## config.mk

```make
export PLATFORM = sky130hd
export DESIGN_NAME = ov5640_cfg_sequencer
export DESIGN_NICKNAME = d
export VERILOG_FILES = /design/src/rtl/ov5640_cfg_pkg.sv /design/src/rtl/ov5640_cfg_delay.sv /design/src/rtl/ov5640_cfg_sequencer.sv
export SDC_FILE = /design/constraint.sdc
export NUM_CORES = 1
export LEC_CHECK = 0
export CAP_MARGIN = 5
export CELL_PAD_IN_SITES_DETAIL_PLACEMENT = 0
export CELL_PAD_IN_SITES_GLOBAL_PLACEMENT = 2
export CORE_ASPECT_RATIO = 1.5
export CORE_MARGIN = 5
export CORE_UTILIZATION = 25
export DETAILED_ROUTE_END_ITERATION = 6
export HOLD_SLACK_MARGIN = 0.15
export PLACE_DENSITY = 0.76
export RECOVER_POWER = 25
export SLEW_MARGIN = 20
export SYNTH_ARGS = -nofsm -noshare
export SYNTH_HDL_FRONTEND = slang
export SYNTH_SLANG_ARGS = --single-unit
```

## constraint.sdc

```tcl
create_clock -name i_clk_sys -period 2.3 [get_ports i_clk_sys]
set_clock_uncertainty 0.15 [all_clocks]
set_input_delay 0.46 -clock i_clk_sys [delete_from_list [all_inputs] [get_ports i_clk_sys]]
set_output_delay 0.46 -clock i_clk_sys [all_outputs]
set_load 0.01 [all_outputs]
```

## src/rtl/ov5640_cfg_pkg.sv

```systemverilog
// Shared types and constants for the OV5640 register-write sequencer.
package ov5640_cfg_pkg;

    typedef enum logic [2:0] {
        S_IDLE,
        S_ROM_RD,
        S_DECODE,
        S_ISSUE,
        S_WAIT_ACC,
        S_WAIT_DONE,
        S_DELAY
    } cfg_state_t;

    typedef struct packed {
        logic [7:0]  data;
        logic [15:0] addr;
    } rom_word_t;

    localparam logic [15:0] CFG_END   = 16'hFFFF;
    localparam logic [15:0] CFG_DELAY = 16'hFFFE;

    localparam logic [1:0] CAM0     = 2'b01;
    localparam logic [1:0] CAM1     = 2'b10;
    localparam logic [1:0] CAM_BOTH = 2'b11;

    function automatic logic all_ready(input logic [1:0] rdy, input logic [1:0] mask);
        return (rdy & mask) == mask;
    endfunction

    function automatic logic all_busy(input logic [1:0] rdy, input logic [1:0] mask);
        return (rdy & mask) == 2'b00;
    endfunction

endpackage

```

## src/rtl/ov5640_cfg_delay.sv

```systemverilog
// Loadable tick down-counter; one tick every DELAY_UNIT enabled cycles.
module ov5640_cfg_delay #(
    parameter int DELAY_UNIT = 50000
) (
    input  logic       i_clk_sys,
    input  logic       i_reset,
    input  logic       i_load,
    input  logic [7:0] i_ticks,
    input  logic       i_en,
    output logic       o_done
);
    localparam int PW = (DELAY_UNIT > 1) ? $clog2(DELAY_UNIT) : 1;
    localparam logic [PW-1:0] PRE_LAST = PW'(DELAY_UNIT - 1);

    logic [PW-1:0] r_pre;
    logic [7:0]    r_ticks;
    logic          w_tick;

    assign w_tick = (r_pre == PRE_LAST);
    // Asserted on the last counted cycle so the caller spends exactly ticks*DELAY_UNIT cycles waiting.
    assign o_done = (r_ticks == 8'd0) || ((r_ticks == 8'd1) && w_tick);

    always_ff @(posedge i_clk_sys) begin
        if (i_reset) begin
            r_pre   <= '0;
            r_ticks <= 8'd0;
        end else if (i_load) begin
            r_pre   <= '0;
            r_ticks <= i_ticks;
        end else if (i_en && (r_ticks != 8'd0)) begin
            if (w_tick) begin
                r_pre   <= '0;
                r_ticks <= r_ticks - 8'd1;
            end else begin
                r_pre <= r_pre + 1'b1;
            end
        end
    end

endmodule

```

## src/rtl/ov5640_cfg_sequencer.sv

```systemverilog
// Sequences OV5640 register writes from an init ROM table and HPS requests onto two SCCB masters.
module ov5640_cfg_sequencer
    import ov5640_cfg_pkg::*;
#(
    parameter int ROM_AW     = 8,
    parameter int DELAY_UNIT = 50000
) (
    input  logic              i_clk_sys,
    input  logic              i_reset,
    input  logic              i_init_start,
    input  logic [1:0]        i_init_cam_mask,
    output logic              o_init_busy,
    output logic              o_init_done,
    output logic [ROM_AW-1:0] o_rom_addr,
    input  logic [23:0]       i_rom_q,
    input  logic              i_hps_valid,
    input  logic [15:0]       i_hps_addr,
    input  logic [7:0]        i_hps_data,
    input  logic [1:0]        i_hps_cam_mask,
    output logic              o_hps_ack,
    output logic [1:0]        o_sccb_start,
    output logic [15:0]       o_sccb_addr,
    output logic [7:0]        o_sccb_data,
    input  logic [1:0]        i_sccb_ready
);
    cfg_state_t        r_state, w_state_nxt;
    logic [ROM_AW-1:0] r_rom_addr, w_rom_addr_nxt;
    logic              r_init_busy, w_init_busy_nxt;
    logic              r_init_done, w_init_done_nxt;
    logic              r_hps_ack, w_hps_ack_nxt;
    logic [1:0]        r_sccb_start, w_sccb_start_nxt;
    logic [15:0]       r_sccb_addr, w_sccb_addr_nxt;
    logic [7:0]        r_sccb_data, w_sccb_data_nxt;
    logic [1:0]        r_mask, w_mask_nxt;
    logic [1:0]        r_init_mask, w_init_mask_nxt;
    logic              w_dly_load, w_dly_done;
    logic              w_complete, w_advance;
    rom_word_t         w_rom;

    assign w_rom = rom_word_t'(i_rom_q);

    ov5640_cfg_delay #(.DELAY_UNIT(DELAY_UNIT)) u_delay (
        .i_clk_sys (i_clk_sys),
        .i_reset   (i_reset),
        .i_load    (w_dly_load),
        .i_ticks   (w_rom.data),
        .i_en      (r_state == S_DELAY),
        .o_done    (w_dly_done)
    );

    always_comb begin
        w_state_nxt      = r_state;
        w_rom_addr_nxt   = r_rom_addr;
        w_init_busy_nxt  = r_init_busy;
        w_init_done_nxt  = 1'b0;
        w_hps_ack_nxt    = 1'b0;
        w_sccb_start_nxt = 2'b00;
        w_sccb_addr_nxt  = r_sccb_addr;
        w_sccb_data_nxt  = r_sccb_data;
        w_mask_nxt       = r_mask;
        w_init_mask_nxt  = r_init_mask;
        w_dly_load       = 1'b0;
        w_complete       = 1'b0;
        w_advance        = 1'b0;

        case (r_state)
            S_IDLE: begin
                if (i_init_start) begin
                    w_init_mask_nxt = i_init_cam_mask;
                    w_rom_addr_nxt  = '0;
                    w_init_busy_nxt = 1'b1;
                    w_state_nxt     = S_ROM_RD;
                end else if (i_hps_valid) begin
                    w_sccb_addr_nxt = i_hps_addr;
                    w_sccb_data_nxt = i_hps_data;
                    w_mask_nxt      = i_hps_cam_mask;
                    w_hps_ack_nxt   = 1'b1;
                    w_state_nxt     = S_ISSUE;
                end
            end
            S_ROM_RD: w_state_nxt = S_DECODE;
            S_DECODE: begin
                if (w_rom.addr == CFG_END) begin
                    w_init_busy_nxt = 1'b0;
                    w_init_done_nxt = 1'b1;
                    w_state_nxt     = S_IDLE;
                end else if (w_rom.addr == CFG_DELAY) begin
                    if (w_rom.data == 8'd0) begin
                        w_advance = 1'b1;
                    end else begin
                        w_dly_load  = 1'b1;
                        w_state_nxt = S_DELAY;
                    end
                end else begin
                    w_sccb_addr_nxt = w_rom.addr;
                    w_sccb_data_nxt = w_rom.data;
                    w_mask_nxt      = r_init_mask;
                    w_state_nxt     = S_ISSUE;
                end
            end
            S_ISSUE: begin
                // An empty mask addresses no camera, so the write retires without a handshake.
                if (r_mask == 2'b00) begin
                    w_complete = 1'b1;
                end else if (all_ready(i_sccb_ready, r_mask)) begin
                    w_sccb_start_nxt = r_mask;
                    w_state_nxt      = S_WAIT_ACC;
                end
            end
            S_WAIT_ACC: begin
                if (all_busy(i_sccb_ready, r_mask)) w_state_nxt = S_WAIT_DONE;
            end
            S_WAIT_DONE: begin
                if (all_ready(i_sccb_ready, r_mask)) w_complete = 1'b1;
            end
            S_DELAY: begin
                if (w_dly_done) w_advance = 1'b1;
            end
            default: w_state_nxt = S_IDLE;
        endcase

        if (w_complete) begin
            if (r_init_busy) w_advance = 1'b1;
            else             w_state_nxt = S_IDLE;
        end

        // Running off the top of the ROM closes the table exactly like an end marker.
        if (w_advance) begin
            if (&r_rom_addr) begin
                w_init_busy_nxt = 1'b0;
                w_init_done_nxt = 1'b1;
                w_state_nxt     = S_IDLE;
            end else begin
                w_rom_addr_nxt = r_rom_addr + 1'b1;
                w_state_nxt    = S_ROM_RD;
            end
        end
    end

    always_ff @(posedge i_clk_sys) begin
        if (i_reset) begin
            r_state      <= S_IDLE;
            r_rom_addr   <= '0;
            r_init_busy  <= 1'b0;
            r_init_done  <= 1'b0;
            r_hps_ack    <= 1'b0;
            r_sccb_start <= 2'b00;
            r_sccb_addr  <= 16'd0;
            r_sccb_data  <= 8'd0;
            r_mask       <= 2'b00;
            r_init_mask  <= 2'b00;
        end else begin
            r_state      <= w_state_nxt;
            r_rom_addr   <= w_rom_addr_nxt;
            r_init_busy  <= w_init_busy_nxt;
            r_init_done  <= w_init_done_nxt;
            r_hps_ack    <= w_hps_ack_nxt;
            r_sccb_start <= w_sccb_start_nxt;
            r_sccb_addr  <= w_sccb_addr_nxt;
            r_sccb_data  <= w_sccb_data_nxt;
            r_mask       <= w_mask_nxt;
            r_init_mask  <= w_init_mask_nxt;
        end
    end

    assign o_init_busy  = r_init_busy;
    assign o_init_done  = r_init_done;
    assign o_rom_addr   = r_rom_addr;
    assign o_hps_ack    = r_hps_ack;
    assign o_sccb_start = r_sccb_start;
    assign o_sccb_addr  = r_sccb_addr;
    assign o_sccb_data  = r_sccb_data;

endmodule

```

# Word-level counts from Yosys, hierarchy flattened
# Index checks and enable logic that the tools add are counted.
dict set report classes {
  n_eq_ne 15
  mux 60
  reduce_logical 20
  addsub 3
  bitwise 4
}
# operator n
set ops {}
lappend ops {{$mux 8} 11}
lappend ops {{$mux 16} 5}
lappend ops {{$eq 16x16->1 const B} 3}
lappend ops {{$mux 3} 11}
lappend ops {{$pmux 16 s2} 1}
lappend ops {{$mux 1} 22}
lappend ops {{$pmux 3 s6} 1}
lappend ops {{$add 16x1->16 const B} 1}
lappend ops {{$logic_not 8->1} 2}
lappend ops {{$pmux 8 s2} 1}
lappend ops {{$eq 3x3->1 const B} 3}
lappend ops {{$add 8x1->8 const B} 1}
lappend ops {{$eq 8x1->1 const B} 1}
lappend ops {{$mux 2} 4}
lappend ops {{$ne 2x2->1 const B} 4}
lappend ops {{$reduce_and 8->1} 1}
lappend ops {{$reduce_bool 8->1} 1}
lappend ops {{$sub 8x1->8 const B} 1}
lappend ops {{$eq 3x2->1 const B} 2}
lappend ops {{$pmux 1 s2} 3}
lappend ops {{$reduce_bool 2->1} 3}
lappend ops {{$reduce_and 5->1} 1}
lappend ops {{$logic_not 2->1} 2}
lappend ops {{$pmux 2 s2} 1}
lappend ops {{other kinds (11)} 16}
dict set report word_totals {
  input_bits 58
  output_inout_bits 37
  regBits 68
  word_cells 114
}

# Depth between registers and ports, before layout
# Gate-level depths: netlist of the first run.
dict set report logic_depth {
  depth_word 8
  depth_mapped 9
  ltp_nobuf 7
}

# Cells and area by module
# From an unflattened synthesis of the first run, not the netlist that was laid out.
dict set report hier_totals {
  cells_unflattened 416
  hier_area_um2 3601.0
}
# module n_inst area_each_um2 seq_area_each_um2 cells_each
set modules_own_cells {}
lappend modules_own_cells {ov5640_cfg_sequencer 1 2242.2 880.8 259}
lappend modules_own_cells {ov5640_cfg_delay 1 1358.8 480.5 157}

# Worst setup path after synthesis of the first run
# OpenSTA, ideal clock, no wires.
dict set report synth_timing {
  kind {input -> register}
  startpoint {input i_rom_q[7]}
  endpoint {register r_rom_addr[5], in the netlist o_rom_addr[5]}
  setup_slack_ns -0.130
  required_time_ns 2.027
  path_buffers 1
  stages 7
  arrival_ns 2.157
  setup_ns 0.123
  cell_sequence {nand4_1 -> or4_1 -> buf_2 -> and4bb_2 -> nor3_2 -> and4bb_1 -> mux2_1}
}
dict set report synth_via {
  elab_chain_len 7
  word_cells_on_any_way 8
  classes_between {2 x eq/ne; 6 x mux}
}
# element line_no
set synth_rtl {}
lappend synth_rtl {{start, declared} ov5640_cfg_sequencer.sv:15} ;# input logic [23:0] i_rom_q,
lappend synth_rtl {{$eq 16x16->1} ov5640_cfg_sequencer.sv:87} ;# end else if (w_rom.addr == CFG_DELAY) begin
lappend synth_rtl {{$mux 1} ov5640_cfg_sequencer.sv:87}
lappend synth_rtl {{$mux 1 (*)} ov5640_cfg_sequencer.sv:83} ;# if (w_rom.addr == CFG_END) begin
lappend synth_rtl {{$pmux 1 s2 (*)} ov5640_cfg_sequencer.sv:66} ;# case (r_state)
lappend synth_rtl {{$mux 1} ov5640_cfg_sequencer.sv:123} ;# if (r_init_busy) w_advance = 1'b1;
lappend synth_rtl {{$mux 1 (*)} ov5640_cfg_sequencer.sv:122} ;# if (w_complete) begin
lappend synth_rtl {{$mux 8 (*)} ov5640_cfg_sequencer.sv:128} ;# if (w_advance) begin
lappend synth_rtl {{end signal, assigned} ov5640_cfg_sequencer.sv:154} ;# r_rom_addr <= w_rom_addr_nxt;
lappend synth_rtl {{end, declared} ov5640_cfg_sequencer.sv:27} ;# logic [ROM_AW-1:0] r_rom_addr, w_rom_addr_nxt;
# Mark *: on every way between the ends. The rest lies on a longest branch, timed or not.
# A chain may end at the register's enable or synchronous reset.

# Worst setup path after layout of the first run
dict set report layout_timing {
  startpoint {input i_rom_q[5]}
  endpoint {register r_rom_addr[5], in the netlist o_rom_addr[5]}
}
# The elaborated chain is that of the path after synthesis.

==> run metrics, run 1 <==
status finished, final reports clean; Critical Path Sink o_rom_addr[5]; setup slack at placement -0.702 ns; R2R cell count 8; hold-fix buffers at CTS 0; slowest stage delay, CP 0.52 ns; Avg Vias per Cell 4.95; syn_nets 482; hold path depth 3; pin count of the biggest net entering global routing 41; port bufs 94; GR Util All Layers 13.7%; IR drop worst, VDD 0.414 mV; critical path, cell by cell dlygate4sd2_1 -> nand4_1 -> or4_4 -> and4bb_2 -> nor3_2 -> and4bb_1 -> mux2_4; Die W 106 um; RSZ-0062 raised after global routing no; Critical Path End Type register; critical path type primary input to register; R2R Setup Slk 0.12 ns; DRC Markers 0; Ports 95; CP arrival 2.28 ns; total power 4.72 mW; CTS Buffer Depth 2; Period minus WS final 2.21 ns; number of synthesized register bits 68; Starting Density 25.6%; antenna-violating nets left 0; first-pass GRT wire length 18.2 mm; critical path launch point type primary input; leading register cell type out of synthesis dfxtp_1; layout cells sized above 1 20.3%; Synth Cell Area 0.00347 mm2; CTS Buf Count 9; worst slew pin tran 0.571 ns; number of fill cells 1415; Reg2Reg Capture Point u_delay.r_ticks[7]; Crit Reg-Reg Startpoint u_delay.r_pre[1]; Slew Limit Fails 0; Sw Ratio 33.7%; Sequential Power Share 33.3%; core area 0.0136 mm2; worst skew pair latency 0.33 ns; Internal 3.13 mW; Fmax 452 MHz; post-route setup TNS 0 ns; Yosys cell types 57; part of the power in combinational logic 37.8%; Critical Path Source i_rom_q[5]; Final HPWL DP 8.31 mm; Post-synth EDFFs 0; Syn Area/Cell 8.29 um2; required time worst endpoint 2.36 ns; setup ws final 0.0856 ns; Worst Hold Class primary input to register; Area Overhead vs Synth 50.5%; fraction of the yosys area taken by sequential cells 39.2%; Rows 52; TritonCTS clock tree yes; Pwr per Cell Area 902 mW/mm2; Hold Fails Final Rpt 0; first drt pass iteration count 4; GR Overflow Total 0; CP Max Fanout 5; CP max stage cell or4_4; CTS root buf clkbuf_16; Max Cap Viol 0; full die area 0.0164 mm2; initial antenna violation count 1; WHS 0.259 ns; layout net count 616; Net Sw Power 1.59 mW; CTS Sinks 68; Final period util 96.3%; CTS HTree Levels 3; Slew headroom 61.9%; WL per Instance 15.3 um; fraction of registers with async set/reset 0%; Synth warnings 0; clock share of power 29.0%; Post-Route WL 11.0 mm; # setup viols final 0; 1st-iter DRT viols 106; Post-Synthesis Cells 419; vias in the first global route 3709; Die Ht 154 um; via count 3559; leakage 2.08 nW; clk slew on worst S/H paths 0.06 ns; RePlAce Congestion 0.767
-- flip-flops by register name, indices dropped and copies added, names as in the netlist --
signal and cells:
r_init_mask 2, o_rom_addr 8, r_mask 2, o_sccb_data 8, o_init_done 1, u_delay.r_ticks 8, o_sccb_start 2, u_delay.r_pre 16
o_init_busy 1, r_state 3, o_hps_ack 1, o_sccb_addr 16
-- through the flow --
stage                     cells  utilization (%)  cell area, um2
after floorplan             419                -            3470
after global placement      703             36.1            4910
after detailed placement    703             36.1            4910
after CTS                   718             38.4            5220
after global routing        719             38.5            5230
final                       719             38.5            5230
-- synth_stat cells (5+ instances only) --
| cell | instances | area share (%) |
|---|---|---|
| nor2_1 | 53 | 5.7 |
| a311oi_1 | 29 | 7.3 |
| nor3_1 | 10 | 1.4 |
| and3_1 | 5 | 0.90 |
| xor2_1 | 13 | 3.3 |
| buf_2 | 5 | 0.72 |
| ha_1 | 5 | 1.8 |
| nor2_2 | 10 | 1.8 |
| nand4_1 | 12 | 2.2 |
| clkbuf_1 | 16 | 1.7 |
| nand3_1 | 13 | 1.9 |
| nand2_1 | 75 | 8.1 |
| nor3b_1 | 5 | 1.1 |
| dfxtp_1 | 68 | 39 |
| xnor2_1 | 8 | 2.0 |
| a21oi_1 | 11 | 1.6 |
-- placed cells by master, fill, tap and decap left out, drive strengths merged, types with 3 or more instances in the layout --
cell and count:
xnor2 8, mux2i 3, a211oi 4, clkdlybuf4s15 4
dlygate4sd2 11, o21ai 3, and2 4, nand4 12
a311oi 29, nor3 11, xor2 13, buf 56
nand2b 3, nor2b 5, mux2 4, inv 4
nor2 64, a22oi 4, clkbuf 16, dfxtp 68
ha 5, or4 6, o31ai 5, clkdlybuf4s50 46
and3 5, dlygate4sd3 24, nor3b 6, a21oi 11
nor4 4, nand3 13, nand2 75
-- timing repair --
action,CTS,global route
gates cloned,1,0
buffers inserted,0,0
gates resized for setup,45,15
pin swaps,10,7
endpoints found under the setup margin,63,10
-- final cells by class --
class / instances / area, um2 / share of cell area, %
sequential: 68 / 1360 / 26.1
multi-input combinational: 324 / 2060 / 39.4
timing repair buffer: 146 / 1290 / 24.7
antenna: 1 / 2.50 / 0.0479
clock inverter: 2 / 35.0 / 0.670
clock buffer: 12 / 256 / 4.91
tap: 162 / 203 / 3.88
inverter: 4 / 15.0 / 0.287
-- critical path: cells and delay by family --
kind	cells	cell delay, ns
buffers and inverters	1	0.23
and+or+nand+nor	5	1.28
muxes	1	0.30
-- metal layers --
metal,global-route usage [%],share of wire (%)
met1,14.7,40
met2,23.9,50
met3,5.71,8.6
met4,4.69,1.4
met5,0,0
-- power groups by stage --
| stage | logic [mW] | clock network, mW | registers (mW) |
|---|---|---|---|
| 6_report | 1.78 | 1.37 | 1.57 |
| 5_1_grt | 1.96 | 1.46 | 1.60 |
| 4_1_cts | 1.87 | 1.42 | 1.58 |
| 3_5_place_dp | 1.87 | 0 | 1.59 |
| 3_3_place_gp | 1.86 | 0 | 1.59 |
| 2_1_floorplan | 0.887 | 0 | 1.64 |
-- cell families (layout without fill, tap and decap cells) --
| kind of cell | Yosys count | in the layout | share of synthesized area [%] |
|---|---|---|---|
| AND/OR/NAND/NOR | 223 | 224 | 32.9 |
| adder cells (fa/ha/maj) | 5 | 5 | 1.80 |
| XOR/XNOR | 21 | 21 | 5.29 |
| other | 0 | 1 | 0 |
| flip-flops | 68 | 68 | 39.2 |
| buffers and inverters | 28 | 164 | 3.74 |
| multiplexers | 7 | 7 | 2.16 |
| AO/OA/AOI/OAI | 67 | 67 | 14.9 |
-- how the worst min path moves through the flow --
stage                                   from                  to  slack, ns
final                            i_rom_q[12]     o_sccb_addr[12]       0.26
after global routing              i_rom_q[8]      o_sccb_addr[8]       0.26
after CTS                         i_rom_q[8]      o_sccb_addr[8]       0.24
after detailed placement      r_init_mask[0]           r_mask[0]       0.32
after global placement        r_init_mask[1]           r_mask[1]       0.32
after floorplan           u_delay.r_ticks[0]  u_delay.r_ticks[0]       0.30
Power figures use the tool's default switching activity.
==> run 2, diff against run 1 <==
CAP_MARGIN = 30   (was 5)
TNS_END_PERCENT = 1   (was unset)
==> run 2 against run 1 <==
Effect of this change: via count down 0.98%; clock power is 8% lower; cell count increased by 0.14%; non-clock buffer count increased by 1.
==> run metrics, run 2 (synthesis gave the netlist of run 1 again) <==
CTS HTree Levels 3 (unchanged); leakage 2.08 nW (-0.24%); Die Ht 154 um (unchanged); DRC Markers 0 (unchanged); antenna-violating nets left 0 (unchanged); critical path type primary input to register; R2R cell count 7 (-1); Period minus WS final 2.29 ns (+0.0725 ns); hold wc startpoint i_rom_q[8]; Final Util 38.5% (about the same); Fmax 437 MHz (-3.2%); clk slew on worst S/H paths 0.05 ns (about the same); most frequent cells in the layout 75 x nand2_1, 67 x dfxtp_1, 52 x nor2_1; Die W 106 um (unchanged); R2R Setup Slk 0.08 ns (-0.04 ns); GR Util All Layers 13.7% (+0.021 points); CTS Buf Count 9 (unchanged); Crit Reg-Reg Startpoint u_delay.r_pre[1]; Slew headroom 60.9% (-1.0 points); full die area 0.0164 mm2 (unchanged); CTS root buf clkbuf_16; WHS 0.256 ns (-0.00273 ns); number of fill cells 1417 (+0.14%); IR drop worst, VDD 0.423 mV (+2.3%); Placed Instances 704 (+0.14%); setup slack at placement -0.694 ns (+0.00789 ns); CTS Buffer Depth 2 (unchanged); CP arrival 2.35 ns (+0.07 ns); Max Cap Viol 0 (unchanged); critical path launch point type primary input; status finished, final reports clean; post-route setup TNS 0 ns (unchanged); TritonCTS clock tree yes; core area 0.0136 mm2 (unchanged); Hold Fails Final Rpt 0 (unchanged); setup ws final 0.0130 ns (-0.0725 ns); first drt pass iteration count 4 (unchanged); total power 4.62 mW (-2.0%); Reg2Reg Capture Point o_rom_addr[5]; post-route cell area 0.00523 mm2 (about the same); Final HPWL DP 8.38 mm (+0.92%); pin count of the biggest net entering global routing 42 (+2.4%); layout net count 617 (+0.16%); Post-Layout Cell Count 720 (+0.14%); initial antenna violation count 0 (-1); Hold Path Sink o_sccb_addr[8]; Post-Route WL 11.0 mm (-0.40%); Final period util 99.4% (+3.2 points); Slew Limit Fails 0 (unchanged); Ports 95 (unchanged); # diodes 0 (-1); Pwr per Cell Area 884 mW/mm2 (-2.1%); vias in the first global route 3700 (-0.24%); hold path depth 3 (unchanged); first-pass GRT wire length 18.1 mm (-0.64%); CP Max Fanout 5 (unchanged); 1st-iter DRT viols 134 (+26%); layout cells sized above 1 20.1% (-0.25 points); port bufs 94 (unchanged); CTS Sinks 68 (unchanged); WL per Instance 15.2 um (-0.54%); # setup viols final 0 (unchanged); Starting Density 25.6% (unchanged); via count 3524 (-0.98%); Setup Fix Bufs, Post-CTS 0 (unchanged); Cell Area, Placed 0.00492 mm2 (+0.15%); Rows 52 (unchanged); RePlAce Congestion 0.778 (+1.4%); required time worst endpoint 2.36 ns (about the same); RSZ-0062 raised after global routing yes; Critical Path End Type register; Avg Vias per Cell 4.89 (-1.1%); hold-fix buffers at CTS 0 (unchanged); GR Overflow Total 0 (unchanged); worst skew pair latency 0.33 ns (about the same); Worst Hold Class primary input to register; worst slew pin tran 0.586 ns (+0.0151 ns); Area Overhead vs Synth 50.6% (about the same); commonest non-fill, non-tap cell in the layout nand2_1
[run 2: changes by cell type in the layout (fill, tap and decap cells not counted), sizes merged]
cell           previous run  this run
dlygate4sd2              11        14
bufinv                    1         0
dlygate4sd3              24        23
clkinv                    1         2
clkdlybuf4s15             4         5
dlymetal6s2s              1         0
clkbuf                   16        14
diode                     1         0
clkdlybuf4s50            46        48
[run 2: worst max path at each step]
stage	depth (start not counted)	endpoint	start
5_1_grt	7	o_rom_addr[5]	u_delay.r_pre[1]
3_3_place_gp	7	u_delay.r_pre[9]	i_rom_q[10]
6_report	7	o_rom_addr[5]	i_rom_q[9]
4_1_cts	7	o_rom_addr[5]	i_rom_q[9]
3_5_place_dp	7	u_delay.r_pre[11]	i_rom_q[10]
2_1_floorplan	7	o_rom_addr[5]	i_rom_q[7]
[run 2: cell type report]
type                            instances  area, um2  area share, %
Clock buffer                           13        260           4.97
Inverter                                4       15.0          0.287
Sequential cell                        68       1360           26.0
Clock inverter                          2       10.0          0.191
Tap cell                              162        203           3.87
Timing Repair Buffer                  147       1320           25.1
Multi-Input combinational cell        324       2070           39.5
[run 2: timing repair]
| action | in CTS | in global routing |
|---|---|---|
| endpoints found under the setup margin | 63 | 11 |
| pin swaps | 10 | 2 |
| gates resized for setup | 45 | 7 |
| gates cloned | 1 | 0 |
[run 2: power by group]
group | internal, mW | total, mW | leakage [nW] | switching, mW
sequential | 1.41 | 1.56 | 0.555 | 0.152
combinational | 0.854 | 1.80 | 1.38 | 0.943
clock | 0.779 | 1.26 | 0.135 | 0.486
[run 2: critical path: stages]
cell             delay (ns)
clkdlybuf4s15_2        0.18
nand4_1                0.13
or4_4                  0.59
and4bb_2               0.35
nor3_2                 0.06
and4bb_1               0.28
mux2_4                 0.30
[run 2: layer usage]
metal  share of wire [%]  up-vias  GRT usage [%]
li1                    -     1782              -
met4                 1.0        0           3.89
met2                  49       97           23.7
met3                 8.8        8           6.09
met1                  41     1637           15.1
met5                   0        -              0
==> run 3, diff against run 2 <==
ABC_AREA = 1   (was unset)
CORE_UTILIZATION = 24   (was 25)
PLACE_DENSITY = 0.77   (was 0.76)
==> run 3 against run 2 <==
Effect of this change: clock-buffer cell count fell by 2; register-to-register slack improved by 0.23 ns; utilization fell by 3.7 points; worst hold slack improved by 0.040 ns; critical path depth rose by 4; highest routed layer is now met5.
==> run metrics, run 3 <==
first-pass GRT wire length 21.7 mm (+20%); GR Overflow Total 0 (unchanged); Post-Route WL 13.3 mm (+21%); GR Util All Layers 14.1% (+0.37 points); Area Overhead vs Synth 41.5%; most frequent cell after synthesis nand2_1; layout net count 799 (+29%); Setup Fix Bufs, Post-CTS 0 (unchanged); hold-fix buffers at CTS 0 (unchanged); status finished, final reports clean; setup ws final 0.170 ns (+0.157 ns); met2 Use GR 26.0% (+2.3 points); pin count of the biggest net entering global routing 27 (-36%); met3 GRT Util 2.44% (-3.6 points); synth cell count leaders 165 x nand2_1, 110 x nor2_1, 68 x dfxtp_1; Final Util 34.8% (-3.7 points); Buf/Inv on CP 3 (+2); RePlAce Congestion 0.822 (+5.6%); full die area 0.0194 mm2 (+18%); Post-synth EDFFs 0 (unchanged); # diodes 0 (unchanged); fraction of the yosys area taken by sequential cells 34.0% (-5.1 points); synth top area cells dfxtp_1 34%, nand2_1 15%, nor2_1 10%, nand4_1 5.5%, inv_1 4.9%; critical path, cell by cell clkdlybuf4s50_1 -> nand2_1 -> nor2_1 -> nand2_2 -> buf_4 -> nor2_2 -> nand3_2 -> buf_4 -> o21ai_1 -> nand2_1 -> a21oi_1; RSZ-0062 raised after global routing no; met1 Usage GRT 15.7% (+0.62 points); leading area contributor after synthesis dfxtp_1; Slew Limit Fails 0 (unchanged); TritonCTS clock tree yes; CTS HTree Levels 3 (unchanged); Die Ht 168 um (+8.9%); Starting Density 24.6% (-0.96 points); slowest stage delay, CP 0.50 ns (-0.09 ns); Fmax 470 MHz (+7.4%); Synth Cell Area 0.00400 mm2 (+15%); Die W 115 um (+8.6%); syn_nets 683 (+42%); number of synthesized register bits 68 (unchanged); required time worst endpoint 2.41 ns (+0.05 ns); worst skew pair latency 0.34 ns (about the same); Avg Vias per Cell 4.48 (-8.5%); initial antenna violation count 1 (+1); Period minus WS final 2.13 ns (-0.157 ns); port bufs 94 (unchanged); clk slew on worst S/H paths 0.06 ns (about the same); Hold Fails Final Rpt 0 (unchanged); worst slew pin tran 0.769 ns (+0.183 ns); layout cells sized above 1 11.1% (-9.0 points); CTS Buffer Depth 2 (unchanged); CP Max Fanout 6 (+1); via count 4239 (+20%); core area 0.0163 mm2 (+20%); antenna-violating nets left 0 (unchanged); Critical Path End Type register; fraction of registers with async set/reset 0% (unchanged); Syn Area/Cell 6.45 um2 (-22%); CP max stage cell clkdlybuf4s50_1; DRC Markers 0 (unchanged); Ports 95 (unchanged); CTS Sinks 68 (unchanged); Worst Hold Class register to register; Final HPWL DP 10.6 mm (+26%); leading register cell type out of synthesis dfxtp_1; CP arrival 2.24 ns (-0.11 ns); layer with the highest usage met2; critical path type primary input to register; Pwr per Cell Area 934 mW/mm2 (+5.7%); vias in the first global route 4418 (+19%); critical path launch point type primary input; number of gates resized after cts 0 (-100%); first drt pass iteration count 4 (unchanged); Max Cap Viol 0 (unchanged); setup slack at placement -0.213 ns (+0.482 ns); area share of the largest cell type after synthesis 34.0% (-5.1 points); IR drop worst, VDD 0.418 mV (-1.1%); Synth warnings 0 (unchanged); CTS Buf Count 9 (unchanged); Slew headroom 48.6% (-12 points); most frequent cells in the layout 164 x nand2_1, 110 x nor2_1, 72 x clkdlybuf4s50_1; Rows 57 (+9.6%); # setup viols final 0 (unchanged); Yosys cell types 39 (-32%); Post-Synthesis Cells 620 (+48%); commonest non-fill, non-tap cell in the layout nand2_1; CTS root buf clkbuf_16; Final period util 92.6% (-6.8 points); WL per Instance 14.0 um (-7.9%); cell family with most CP delay buffers and inverters; 1st-iter DRT viols 154 (+15%); leakage 2.41 nW (+16%)
==> run 3: where the power goes <==
| group | switching, mW | leakage, nW | internal, mW |
|---|---|---|---|
| clock network | 0.527 | 0.159 | 0.973 |
| registers | 0.187 | 0.554 | 1.46 |
| logic | 1.19 | 1.70 | 0.957 |
| total | 1.90 | 2.41 | 3.39 |
==> run 3: area by class of cell <==
type                       instances  area, um2
clock buffer                      11        243
inverter                          59        221
clock inverter                     5       75.1
timing repair buffer             126       1210
fill                            1758      10600
sequential                        68       1360
tap                              206        258
multi-input combinational        472       2290
==> run 3: worst paths after layout <==
check | cells past startpoint | to | startpoint | slack [ns]
worst max-delay path | 11 | u_delay.r_ticks[0] | i_rom_q[8] | 0.17
worst min-delay path | 2 | r_init_mask[1] | r_init_mask[1] | 0.30
worst max register to register | 11 | o_rom_addr[3] | u_delay.r_pre[0] | 0.31
worst min register to register | 2 | r_init_mask[1] | r_init_mask[1] | 0.30
==> run 3: worst reg2reg max path, cell delays in order (launching register included) <==
cell	delay [ns]
dfxtp_1	0.37
ha_1	0.18
nand2_1	0.07
inv_2	0.10
nand2_1	0.08
nor2_1	0.18
nand3_1	0.09
nand2_1	0.08
nand2_2	0.16
nand3_2	0.24
nand2_1	0.09
a21oi_1	0.14
==> run 3: per-layer routing <==
metal,vias up,share of wire [%]
li1,2228,-
met3,19,3.5
met5,-,0.060
met2,73,53
met1,1917,41
met4,2,2.1
==> run 3: kinds of logic (layout without fill, tap and decap cells) <==
| family | Yosys count | in the layout | share of synthesized area [%] |
|---|---|---|---|
| buffers and inverters | 80 | 201 | 8.98 |
| AO/OA/AOI/OAI | 78 | 78 | 10.9 |
| flip-flops | 68 | 68 | 34.0 |
| AND/OR/NAND/NOR | 374 | 374 | 41.3 |
| adder cells (fa/ha/maj) | 5 | 5 | 1.56 |
| XOR/XNOR | 15 | 15 | 3.29 |
==> run 3: metrics by stage <==
step | setup TNS, ns | instance area (um2) | hold WS (ns) | cells | total power [mW]
after floorplan | 0 | 4000 | 0.276 | 620 | 2.90
after global placement | -7.13 | 5340 | 0.284 | 931 | 3.90
after detailed placement | -9.58 | 5340 | 0.297 | 931 | 3.92
after CTS | 0 | 5660 | 0.305 | 947 | 5.45
after global routing | 0 | 5660 | 0.346 | 947 | 5.67
final | 0 | 5660 | 0.296 | 947 | 5.29
